<file path="config.mk">
export PLATFORM = sky130hd
export DESIGN_NAME = coefficient_store
export DESIGN_NICKNAME = d
export VERILOG_FILES = /design/src/rtl/coeff_pkg.sv /design/src/rtl/coeff_regfile.sv /design/src/rtl/coefficient_store.sv
export SDC_FILE = /design/constraint.sdc
export NUM_CORES = 1
export LEC_CHECK = 0
export CAP_MARGIN = 10
export CORE_MARGIN = 1.5
export CORE_UTILIZATION = 38
export DETAILED_ROUTE_END_ITERATION = 10
export PLACE_DENSITY = 0.7
export SYNTH_ARGS = -nofsm -noshare
export SYNTH_HDL_FRONTEND = slang
export SYNTH_HIERARCHICAL = 1
export SYNTH_SLANG_ARGS = --single-unit
</file>
<file path="constraint.sdc">
create_clock -name clk -period 8.42 [get_ports clk]
set_input_delay 1.263 -clock clk [delete_from_list [all_inputs] [get_ports clk]]
set_output_delay 1.263 -clock clk [all_outputs]
set_load 0.05 [all_outputs]
</file>
<file path="src/rtl/coeff_pkg.sv">
// Shared constants and state encoding for the FIR coefficient store.
package coeff_pkg;
  localparam int COEFF_W   = 16;
  localparam int NUM_COEFF = 4;
  localparam logic [2:0] SEL_CTRL = 3'd4;

  typedef enum logic [1:0] {IDLE, STORE, SETTLE} store_state_t;
endpackage

</file>
<file path="src/rtl/coeff_regfile.sv">
// Staging and active coefficient banks; one staging write and one
// staging-to-active copy per cycle.
module coeff_regfile #(
  parameter int COEFF_W   = 16,
  parameter int NUM_COEFF = 4,
  parameter int IDX_W     = 2
) (
  input  logic                         clk,
  input  logic                         reset,
  input  logic                         wr_en,
  input  logic [IDX_W-1:0]             wr_idx,
  input  logic [COEFF_W-1:0]           wr_data,
  input  logic                         copy_en,
  input  logic [IDX_W-1:0]             copy_idx,
  output logic [NUM_COEFF*COEFF_W-1:0] active_out
);
  logic [NUM_COEFF-1:0][COEFF_W-1:0] staging;
  logic [NUM_COEFF-1:0][COEFF_W-1:0] active;

  always_ff @(posedge clk or posedge reset) begin
    if (reset) begin
      staging <= '0;
      active  <= '0;
    end else begin
      for (int i = 0; i < NUM_COEFF; i++) begin
        if (wr_en && wr_idx == IDX_W'(i))
          staging[i] <= wr_data;
        // Copy reads the pre-write staging value if both hit the same slot.
        if (copy_en && copy_idx == IDX_W'(i))
          active[i] <= staging[i];
      end
    end
  end

  assign active_out = active;
endmodule

</file>
<file path="src/rtl/coefficient_store.sv">
// Responder side of the FIR coefficient-load handshake: load-request flag,
// store FSM driving modwait, refreshed-slot mask and protocol error pulse.
module coefficient_store #(
  parameter int COEFF_W   = coeff_pkg::COEFF_W,
  parameter int NUM_COEFF = coeff_pkg::NUM_COEFF
) (
  input  logic                         clk,
  input  logic                         reset,
  input  logic                         host_wr_en,
  input  logic [2:0]                   host_wr_sel,
  input  logic [COEFF_W-1:0]           host_wdata,
  input  logic                         load_coeff,
  input  logic [1:0]                   coefficient_num,
  input  logic                         clear_new_coefficient,
  output logic                         new_coefficient_set,
  output logic                         modwait,
  output logic [NUM_COEFF*COEFF_W-1:0] coeff_out,
  output logic                         coeff_ready,
  output logic                         proto_err
);
  import coeff_pkg::*;

  store_state_t         state, state_nxt;
  logic [NUM_COEFF-1:0] loaded;
  logic                 stage_wr, start_req, do_start, copy_en;

  assign stage_wr  = host_wr_en && (host_wr_sel < SEL_CTRL);
  assign start_req = host_wr_en && (host_wr_sel == SEL_CTRL) && host_wdata[0];
  // A start landing with a clear re-arms the flag even if it is already set.
  assign do_start  = start_req && (!new_coefficient_set || clear_new_coefficient);
  assign copy_en   = (state == STORE);
  assign modwait   = (state != IDLE);

  always_comb begin
    state_nxt = state;
    case (state)
      IDLE:    if (load_coeff) state_nxt = STORE;
      STORE:   state_nxt = SETTLE;
      SETTLE:  state_nxt = IDLE;
      default: state_nxt = IDLE;
    endcase
  end

  always_ff @(posedge clk or posedge reset) begin
    if (reset) state <= IDLE;
    else       state <= state_nxt;
  end

  always_ff @(posedge clk or posedge reset) begin
    if (reset) begin
      new_coefficient_set <= 1'b0;
      loaded              <= '0;
      coeff_ready         <= 1'b0;
      proto_err           <= 1'b0;
    end else begin
      if (do_start)                   new_coefficient_set <= 1'b1;
      else if (clear_new_coefficient) new_coefficient_set <= 1'b0;

      if (do_start)     loaded <= '0;
      else if (copy_en) loaded[coefficient_num] <= 1'b1;

      coeff_ready <= (&loaded) && !new_coefficient_set;
      proto_err   <= (load_coeff && state != IDLE) || (stage_wr && new_coefficient_set);
    end
  end

  coeff_regfile #(
    .COEFF_W   (COEFF_W),
    .NUM_COEFF (NUM_COEFF),
    .IDX_W     (2)
  ) u_regfile (
    .clk        (clk),
    .reset      (reset),
    .wr_en      (stage_wr && !new_coefficient_set),
    .wr_idx     (host_wr_sel[1:0]),
    .wr_data    (host_wdata),
    .copy_en    (copy_en),
    .copy_idx   (coefficient_num),
    .active_out (coeff_out)
  );
endmodule

</file>
==> flow_metrics.py <==
metrics = {
    "clocking": {
        "postCtsHoldBufs": 0,
        "clk_pin_slew_ns": 0.06,
        "cts_tree": "built",
        "clockBufferDepth": 2,
        "cts_max_level": 4,
        "ctsRootBufferMaster": "clkbuf_16",
        "post_cts_buffers": 0,
        "clock_sinks": 137,
        "cts_resized": 0,
        "cts_made_buffers": 17,
        "worstSkewPairLatency_ns": 0.41,
    },
    "global_routing": {
        "antenna_found_initial": 0,
        "track_usage_pct": 15.84,
        "grt_pass1_wl_microns": 17040,
        "grt_pass1_vias": 3163,
        "grt.overflow.total": 0,
        "grt_max_degree": 76,
    },
    "sta": {
        "min_period_over_period_pct": 39.70,
        "finalHoldViolations": 0,
        "min_period_ns": 3.343,
        "fmax_mhz": 299.2,
        "slew_headroom_pct": 32.95,
        "finalSetupViolCount": 0,
        "rsz0062_at_grt": "false",
        "drv_slew": 0,
        "fin_skew_ns": 0.007843,
        "worstMarginPinSlew_ns": 1.005,
        "tns_ns": 0,
    },
    "synthesis": {
        "ys_types": 24,
        "avgSynthCellArea_sq_um": 16.94,
        "synth_top_area_share_pct": 65.49,
        "synth_warnings": 6,
        "syn_nets": 335,
        "synth_cells": 309,
        "yosys-top-cells-area": "dfrtp_1, mux2_2, nand3b_2",
        "netlist_area_sq_um": 5235,
        "seq_area_frac_synth_pct": 65.49,
        "ys_seq_elements": 137,
        "yosysTopAreaCell": "dfrtp_1",
    },
    "setup_path": {
        "critical_path.max_fanout": 16,
        "worstPathArrival_ns": 3.64,
        "crit_chain": "clkdlybuf4s50_1, nor3b_1, nor3b_4, mux2_2",
        "slowest_delay_ns": 0.93,
        "critPathSlowestCell": "nor3b_4",
        "reg2reg_setup_slack_ns": 5.97,
        "worstSetupEndpointType": "register",
        "worstSetupStartpointType": "primary input",
        "path_class": "in2reg",
        "crit_required_ns": 8.72,
    },
    "floorplan": {
        "num_rows": 42,
        "initial_core_util_pct": 39.22,
        "fp.dieH_microns": 120.4,
        "ios": 94,
        "die_area_sq_um": 14490,
        "coreArea_sq_um": 13350,
        "die_w_microns": 120.4,
    },
    "power": {
        "p_sw_share_pct": 38.36,
        "p_int_mw": 1.758,
        "seqPwrFrac_pct": 35.4,
        "ir_worst_vdd_mv": 0.2166,
        "power.density_nw_per_um2": 414.3,
        "p_leak_nw": 3.004,
        "switchingPower_mw": 1.094,
        "power_frac_clock_pct": 24.2,
        "power_frac_comb_pct": 40.4,
        "p_total_mw": 2.852,
    },
    "drt": {
        "first_iter_violations": 96,
        "drt-total-wl_microns": 10520,
        "drc": 0,
        "viasPerCell": 4.876,
        "ant_nets": 0,
        "wl_per_cell_microns": 17.45,
        "via_count": 2940,
        "dr.pass1.iters": 4,
    },
    "place": {
        "place_area_sq_um": 6321,
        "io_buffers": 93,
        "gp_congestion": 0.7233,
        "placed_cells": 571,
        "hpwl_microns": 6840,
    },
    "finish": {
        "synthToLayoutAreaGrowth_pct": 31.48,
        "postLayoutCellArea_sq_um": 6883,
        "fill_cells": 1131,
        "antenna_cells": 0,
        "stdcell_count": 603,
        "drive_gt1_share_pct": 39.81,
        "post-route-util_pct": 51.57,
        "seq_area_sq_um": 3428,
        "final_nets": 440,
        "multiInputGateArea_sq_um": 1702,
    },
    "status": {
        "status": "complete, no violations",
    },
    "min_path": {
        "hp-class": "reg2reg",
    },
    "flow_run": {
        "drv_cap": 0,
    },
}
-- cells by family after synthesis --
family | count (synthesis) | synth area share (%)
flip-flops | 137 | 65.49
buffers and inverters | 16 | 2.008
multiplexers | 128 | 27.53
AND/OR/NAND/NOR | 22 | 3.920
AO/OA/AOI/OAI | 6 | 1.052
-- metrics by stage --
| stage | worst slack [ns] | hold slack [ns] |
|---|---|---|
| detailed placement | 4.627 | 0.4884 |
| floorplan | 3.744 | 0.4749 |
| finish | 5.077 | 0.4985 |
| global placement | 4.675 | 0.4818 |
| global route | 4.958 | 0.5108 |
| CTS | 5.061 | 0.5008 |
-- sequential cells by signal, summed over array words and instances (netlist names) --
name,count
u_regfile/active_out,64
coeff_ready,1
proto_err,1
state,2
u_regfile/staging,64
new_coefficient_set,1
loaded,4
-- critical path, delay by kind of cell --
family                 cells  cell delay [ns]
buffers and inverters      1             0.49
muxes                      1             0.42
and+or+nand+nor            2             1.47
-- power by group through the flow --
stage                     clock network (mW)  logic (mW)  registers, mW
final                                  0.691        1.15           1.01
after global routing                   0.747        1.20           1.04
after CTS                              0.710        1.16           1.01
after detailed placement                   0        1.16           1.02
after global placement                     0        1.15           1.01
after floorplan                            0       0.231           1.54
-- per-layer routing --
metal / up-vias / track usage (%) / wire (microns)
met1: 1533 / 19.55 / 4542
met3: 14 / 5.849 / 656
met4: 0 / 6.397 / 154
met5: - / 0 / 0
li1: 1319 / - / -
met2: 74 / 25.21 / 5167
-- final timing paths --
check,start,to,cells after the start
setup reg to reg,new_coefficient_set,u_regfile/staging[1],3
min in group asynchronous,reset,loaded[1],2
setup / recovery,host_wr_en,u_regfile/staging[1],4
hold / removal,u_regfile/staging[40],u_regfile/staging[40],1
hold reg to reg,u_regfile/staging[40],u_regfile/staging[40],1
max in group asynchronous,reset,u_regfile/active_out[17],3
-- synthesized netlist by cell type --
master and number:
or4b_1 1, inv_1 8, nor2_1 2, a32oi_1 4, clkbuf_8 2, nor3b_1 1, nor4_1 1, dfrtp_1 137
nand4b_1 1, mux2_2 128, and3_1 1, nand3_2 2, or2_2 1, nor3b_4 2, nand4bb_1 2, buf_4 2
nand2_1 1, nand2b_1 1, a32o_1 1, and2b_2 2, a21bo_2 1, buf_6 2, buf_2 2, nand3b_2 4
-- layout by cell type (no fill, tap or decap), types with 2 or more instances in the layout --
master           netlist  layout
dfrtp_1              137     137
mux2_2               128     128
clkdlybuf4s50_1        0      93
clkbuf_16              0      17
inv_1                  8       7
a32oi_1                4       4
clkbuf_8               2       4
clkinv_2               0       4
clkbuf_1               0       4
nand3b_2               4       4
nor2_1                 2       2
nand4bb_1              2       2
and2b_2                2       2
nor3b_4                2       2
nand3_2                2       2
-- cell type report --
class | instances | share of cell area [%]
Inverter | 8 | 0.4726
Clock buffer | 25 | 7.199
Tap cell | 176 | 3.199
Multi-Input combinational cell | 156 | 24.72
Timing Repair Buffer | 94 | 13.63
Sequential cell | 137 | 49.81
Clock inverter | 7 | 0.9635
No activity file was read; power rests on OpenSTA's default activity.
